File: config.mk
export PLATFORM = sky130hd
export DESIGN_NAME = muldiv_sequencer
export DESIGN_NICKNAME = d
export VERILOG_FILES = /design/src/rtl/muldiv_pkg.sv /design/src/rtl/muldiv_timer.sv /design/src/rtl/muldiv_sequencer.sv
export SDC_FILE = /design/constraint.sdc
export NUM_CORES = 1
export LEC_CHECK = 0
export CORE_UTILIZATION = 23
export DETAILED_ROUTE_END_ITERATION = 10
export GPL_ROUTABILITY_DRIVEN = 1
export HOLD_SLACK_MARGIN = 0.08
export PLACE_DENSITY_LB_ADDON = 0.1
export SYNTH_ARGS = -nofsm -noshare
export SYNTH_HDL_FRONTEND = slang
export SYNTH_HIERARCHICAL = 1
export SYNTH_SLANG_ARGS = --single-unit
File: constraint.sdc
create_clock -name clk -period 1.75 [get_ports clk]
set_input_delay 0.175 -clock clk [delete_from_list [all_inputs] [get_ports clk]]
set_output_delay 0.175 -clock clk [all_outputs]
set_load 0.01 [all_outputs]
File: src/rtl/muldiv_pkg.sv
`default_nettype none
// ============================================================================
// Module   : muldiv_pkg
// Brief    : State encoding and exception cause codes for the mul/div sequencer.
// Revision : 1.0
// ============================================================================
package muldiv_pkg;

    typedef enum logic [2:0] {
        IDLE     = 3'd0,
        MULT_RUN = 3'd1,
        DIV_RUN  = 3'd2,
        WRITE    = 3'd3,
        EXC      = 3'd4
    } state_t;

    localparam logic [1:0] CAUSE_NONE    = 2'b00;
    localparam logic [1:0] CAUSE_DIV0    = 2'b01;
    localparam logic [1:0] CAUSE_TIMEOUT = 2'b10;

endpackage
`default_nettype wire

File: src/rtl/muldiv_timer.sv
`default_nettype none
// ============================================================================
// Module   : muldiv_timer
// Brief    : Run-cycle counter; flags expiry once TIMEOUT cycles have elapsed.
// Revision : 1.0
// ============================================================================
module muldiv_timer #(
    parameter int TIMEOUT = 64,
    parameter int CNT_W   = 7
) (
    input  logic clk,
    input  logic reset,
    input  logic i_clear,
    input  logic i_enable,
    output logic o_expired
);

    localparam logic [CNT_W-1:0] c_LIMIT = CNT_W'(TIMEOUT - 1);

    logic [CNT_W-1:0] r_count;

    always_ff @(posedge clk) begin
        if (reset || i_clear) begin
            r_count <= '0;
        end else if (i_enable) begin
            r_count <= r_count + CNT_W'(1);
        end
    end

    assign o_expired = (r_count == c_LIMIT);

endmodule
`default_nettype wire

File: src/rtl/muldiv_sequencer.sv
`default_nettype none
// ============================================================================
// Module   : muldiv_sequencer
// Brief    : Starts the mult/div unit, waits for completion and commits HI/LO,
//            trapping divide-by-zero and unit hang as exceptions.
// Revision : 1.0
// ============================================================================
module muldiv_sequencer
    import muldiv_pkg::*;
#(
    parameter int TIMEOUT = 64,
    parameter int CNT_W   = 7
) (
    input  logic        clk,
    input  logic        reset,
    input  logic        start_mult,
    input  logic        start_div,
    input  logic [31:0] divisor,
    input  logic        mult_end,
    input  logic        div_end,
    input  logic        div_zero,
    output logic        MultCtrl,
    output logic        DivCtrl,
    output logic        HILOCtrl,
    output logic        WriteHILO,
    output logic        busy,
    output logic        done,
    output logic        exc,
    output logic [1:0]  exc_cause
);

    state_t     r_state;
    state_t     w_stateNext;
    logic       w_timerExpired;
    logic       r_multCtrl, r_divCtrl, r_hiloCtrl, r_write, r_busy, r_done, r_exc;
    logic [1:0] r_excCause;
    logic       w_multCtrlNext, w_divCtrlNext, w_hiloNext, w_writeNext, w_doneNext, w_excNext;
    logic [1:0] w_causeNext;

    muldiv_timer #(
        .TIMEOUT (TIMEOUT),
        .CNT_W   (CNT_W)
    ) u_timer (
        .clk       (clk),
        .reset     (reset),
        .i_clear   (r_state == IDLE),
        .i_enable  ((r_state == MULT_RUN) || (r_state == DIV_RUN)),
        .o_expired (w_timerExpired)
    );

    always_comb begin
        w_stateNext    = r_state;
        w_multCtrlNext = 1'b0;
        w_divCtrlNext  = 1'b0;
        w_hiloNext     = r_hiloCtrl;
        w_writeNext    = 1'b0;
        w_doneNext     = 1'b0;
        w_excNext      = 1'b0;
        w_causeNext    = r_excCause;
        case (r_state)
            IDLE: begin
                // Multiply wins when both starts arrive together.
                if (start_mult) begin
                    w_stateNext    = MULT_RUN;
                    w_multCtrlNext = 1'b1;
                    w_hiloNext     = 1'b0;
                end else if (start_div) begin
                    if (divisor != 32'd0) begin
                        w_stateNext   = DIV_RUN;
                        w_divCtrlNext = 1'b1;
                        w_hiloNext    = 1'b1;
                    end else begin
                        w_stateNext = EXC;
                        w_excNext   = 1'b1;
                        w_causeNext = CAUSE_DIV0;
                    end
                end
            end
            MULT_RUN: begin
                if (mult_end) begin
                    w_stateNext = WRITE;
                    w_writeNext = 1'b1;
                    w_doneNext  = 1'b1;
                end else if (w_timerExpired) begin
                    w_stateNext = EXC;
                    w_excNext   = 1'b1;
                    w_causeNext = CAUSE_TIMEOUT;
                end
            end
            DIV_RUN: begin
                if (div_zero) begin
                    w_stateNext = EXC;
                    w_excNext   = 1'b1;
                    w_causeNext = CAUSE_DIV0;
                end else if (div_end) begin
                    w_stateNext = WRITE;
                    w_writeNext = 1'b1;
                    w_doneNext  = 1'b1;
                end else if (w_timerExpired) begin
                    w_stateNext = EXC;
                    w_excNext   = 1'b1;
                    w_causeNext = CAUSE_TIMEOUT;
                end
            end
            WRITE:   w_stateNext = IDLE;
            EXC:     w_stateNext = IDLE;
            default: w_stateNext = IDLE;
        endcase
    end

    // Every output is registered from its next-state value.
    always_ff @(posedge clk) begin
        if (reset) begin
            r_state    <= IDLE;
            r_multCtrl <= 1'b0;
            r_divCtrl  <= 1'b0;
            r_hiloCtrl <= 1'b0;
            r_write    <= 1'b0;
            r_busy     <= 1'b0;
            r_done     <= 1'b0;
            r_exc      <= 1'b0;
            r_excCause <= CAUSE_NONE;
        end else begin
            r_state    <= w_stateNext;
            r_multCtrl <= w_multCtrlNext;
            r_divCtrl  <= w_divCtrlNext;
            r_hiloCtrl <= w_hiloNext;
            r_write    <= w_writeNext;
            r_busy     <= (w_stateNext != IDLE);
            r_done     <= w_doneNext;
            r_exc      <= w_excNext;
            r_excCause <= w_causeNext;
        end
    end

    assign MultCtrl  = r_multCtrl;
    assign DivCtrl   = r_divCtrl;
    assign HILOCtrl  = r_hiloCtrl;
    assign WriteHILO = r_write;
    assign busy      = r_busy;
    assign done      = r_done;
    assign exc       = r_exc;
    assign exc_cause = r_excCause;

endmodule
`default_nettype wire

==> reports/qor.yml <==
status: "completed"
syn-cell-area_um2: 933
worstPathArrival_ns: 1.83
synth_nets: 147
slew_viol_final: 0
drive_above_1_share_pct: 19.4
start_util_pct: 24.8
die-height_um: 65.7
rr_worst_depth: 7
seq_area_frac_synth_pct: 38.6
io_pins: 48
fillCellCount: 370
worst_slew_pin_slew_ns: 0.387
min_period_over_period_pct: 95.7
slew-limit-headroom_pct: 74.1
num_vias: 1028
place_congestion: 0.777
synth_top_cells_by_area: "dfxtp_1, nor2_1, nor4_1"
antenna_found_initial: 0
grt_use_total_pct: 13.4
cts_hold_buf: 0
place_area_um2: 1520
grt_first_pass_wirelength_um: 4330
clkSinkCount: 18
cp-endpoint: "exc_cause[1]"
layout_commonest_cell: "clkdlybuf4s50_1"
area_growth_pct: 73.1
path_max_fanout: 4
ys_types: 37
power_density_nw_per_um2: 690
yosysWarnings: 6
root_buffer: "clkbuf_8"
nets: 207
synth-edff-count: 0
clk_pin_slew_ns: 0.07
worstPathRequired_ns: 1.91
io_buffers: 47
synth_top_area_share_pct: 38.6
row_count: 22
overflow: 0
post_drt_wl_per_cell_um: 12.3
post-route-min-period_ns: 1.68
final_cell_mix: "clkdlybuf4s50_1, dfxtp_1, nor2_1, buf_4, nor4_1"
clk_path_buf_depth: 2
crit_type: "reg -> reg"
grt_pass1_vias: 995
syn_area_per_cell_um2: 8.72
cp-startpoint: "u_timer/r_count[0]"
wirelength_um: 2620
min_path_type: "reg -> reg"
rrSetupSlack_ns: 0.07
power_leakage_nw: 0.572
synth_seq_cells: 18
maxCapViolCount: 0
ys.flop_type: "dfxtp_1"
first_pass_iters: 4
numCtsBuffers: 3
synthArstFlopShare_pct: 0
start_kind: "flip-flop"
setup.worst_path.end_class: "flip-flop"
htreeDepth: 1
die_width_um: 65.7
cts_tree: "done"
core_area_um2: 3770
r2r_end: "exc_cause[1]"
dp_hpwl_um: 2040
finClkSkew_ns: 0.00168
final_util_pct: 42.8
setup_viol: 0
antenna_cells: 0
hold_viol: 0
fmax_mhz: 597
grt_max_degree: 10
syn-instance-count: 107
vias_per_cell: 4.83
final_area_um2: 1620
rr_startpoint: "u_timer/r_count[0]"
drtIter0Drc: 37
ant_nets: 0
clk_latency_ns: 0.26
drcViolationCount: 0
vdd_drop_max_mv: 0.231
netlist.top_cell.by_area: "dfxtp_1"
die_area_um2: 4320
==> metrics by stage <==
| step | total power, mW | instances | setup slack (ns) | hold WS (ns) | setup TNS (ns) |
|---|---|---|---|---|---|
| floorplan | 0.645 | 107 | 0.0193 | 0.244 | 0 |
| finish | 1.11 | 213 | 0.0747 | 0.497 | 0 |
| global route | 1.18 | 213 | -0.0588 | 0.544 | -0.0588 |
| global placement | 0.823 | 209 | 0.0165 | 0.478 | 0 |
| detailed placement | 0.820 | 209 | -0.0147 | 0.483 | -0.0147 |
| CTS | 1.12 | 212 | 0.0600 | 0.493 | 0 |
==> synth_stat cells, types with 2 or more instances <==
library cell / count
nor2b_1: 3
nand2_1: 5
xor2_1: 3
nand3_1: 2
nor2_1: 14
a21oi_1: 6
dfxtp_1: 18
o21ai_0: 3
nand2b_1: 4
buf_2: 3
o22ai_1: 5
and3_1: 2
a2111oi_2: 2
nand3b_1: 2
or3_1: 2
mux2i_1: 2
nand4_1: 3
nor3_1: 2
nor4_1: 8
==> kinds of logic (layout without fill, tap and decap cells) <==
kind of cell | after synthesis | count (layout) | synth area share (%)
AND/OR/NAND/NOR | 55 | 55 | 35.1
AO/OA/AOI/OAI | 20 | 20 | 14.6
flip-flops | 18 | 18 | 38.6
buffers and inverters | 7 | 65 | 4.42
XOR/XNOR | 4 | 4 | 3.75
multiplexers | 2 | 2 | 2.14
adder cells (fa/ha/maj) | 1 | 1 | 1.34
==> power breakdown <==
part | internal (mW) | switching [mW]
Combinational | 0.201 | 0.159
Clock | 0.153 | 0.141
Sequential | 0.440 | 0.0200
Total | 0.795 | 0.320
==> layer usage <==
| metal | vias up | part of all wire (%) | GRT usage, % |
|---|---|---|---|
| met5 | - | 0 | 0 |
| met4 | 0 | 2.4 | 7.34 |
| li1 | 514 | - | - |
| met2 | 43 | 44 | 20.0 |
| met3 | 5 | 8.2 | 3.99 |
| met1 | 466 | 46 | 17.0 |
==> worst min-delay path by stage <==
| stage | from | endpoint | slack [ns] | cells after the start |
|---|---|---|---|---|
| 6_report | u_timer/r_count[5] | u_timer/r_count[5] | 0.50 | 2 |
| 5_1_grt | HILOCtrl | HILOCtrl | 0.54 | 2 |
| 4_1_cts | u_timer/r_count[5] | u_timer/r_count[5] | 0.49 | 2 |
| 3_5_place_dp | u_timer/r_count[5] | u_timer/r_count[5] | 0.48 | 2 |
| 3_3_place_gp | u_timer/r_count[5] | u_timer/r_count[5] | 0.48 | 2 |
| 2_1_floorplan | reset | exc_cause[0] | 0.24 | 1 |
==> repair_timing <==
action	4_1_cts	5_1_grt
setup endpoints to repair	1	1
setup buffers	0	1
pin swaps	0	1
gates resized for setup	2	8
==> flip-flops by register name (all words and copies together), names as in the netlist <==
register         cells
HILOCtrl             1
DivCtrl              1
r_state              3
busy                 1
exc                  1
u_timer/r_count      7
exc_cause            2
done                 1
MultCtrl             1
==> worst max-delay path, stage by stage, from the launching register on <==
cell and delay, ns:
dfxtp_2 0.33, ha_2 0.18, nand2_1 0.06, nor3_2 0.22, nor2b_4 0.22, nor4b_4 0.23, nor3_2 0.08, a2111oi_2 0.26
==> final cells by class <==
cell class                      instances  area, µm²  share of cell area (%)
Timing Repair Buffer                   61        576                    35.6
Inverter                                1       3.75                   0.232
Multi-Input combinational cell         82        572                    35.4
Sequential cell                        18        363                    22.5
Tap cell                               48       60.1                    3.72
Clock buffer                            3       41.3                    2.56
(Power assumes the default switching activity.)
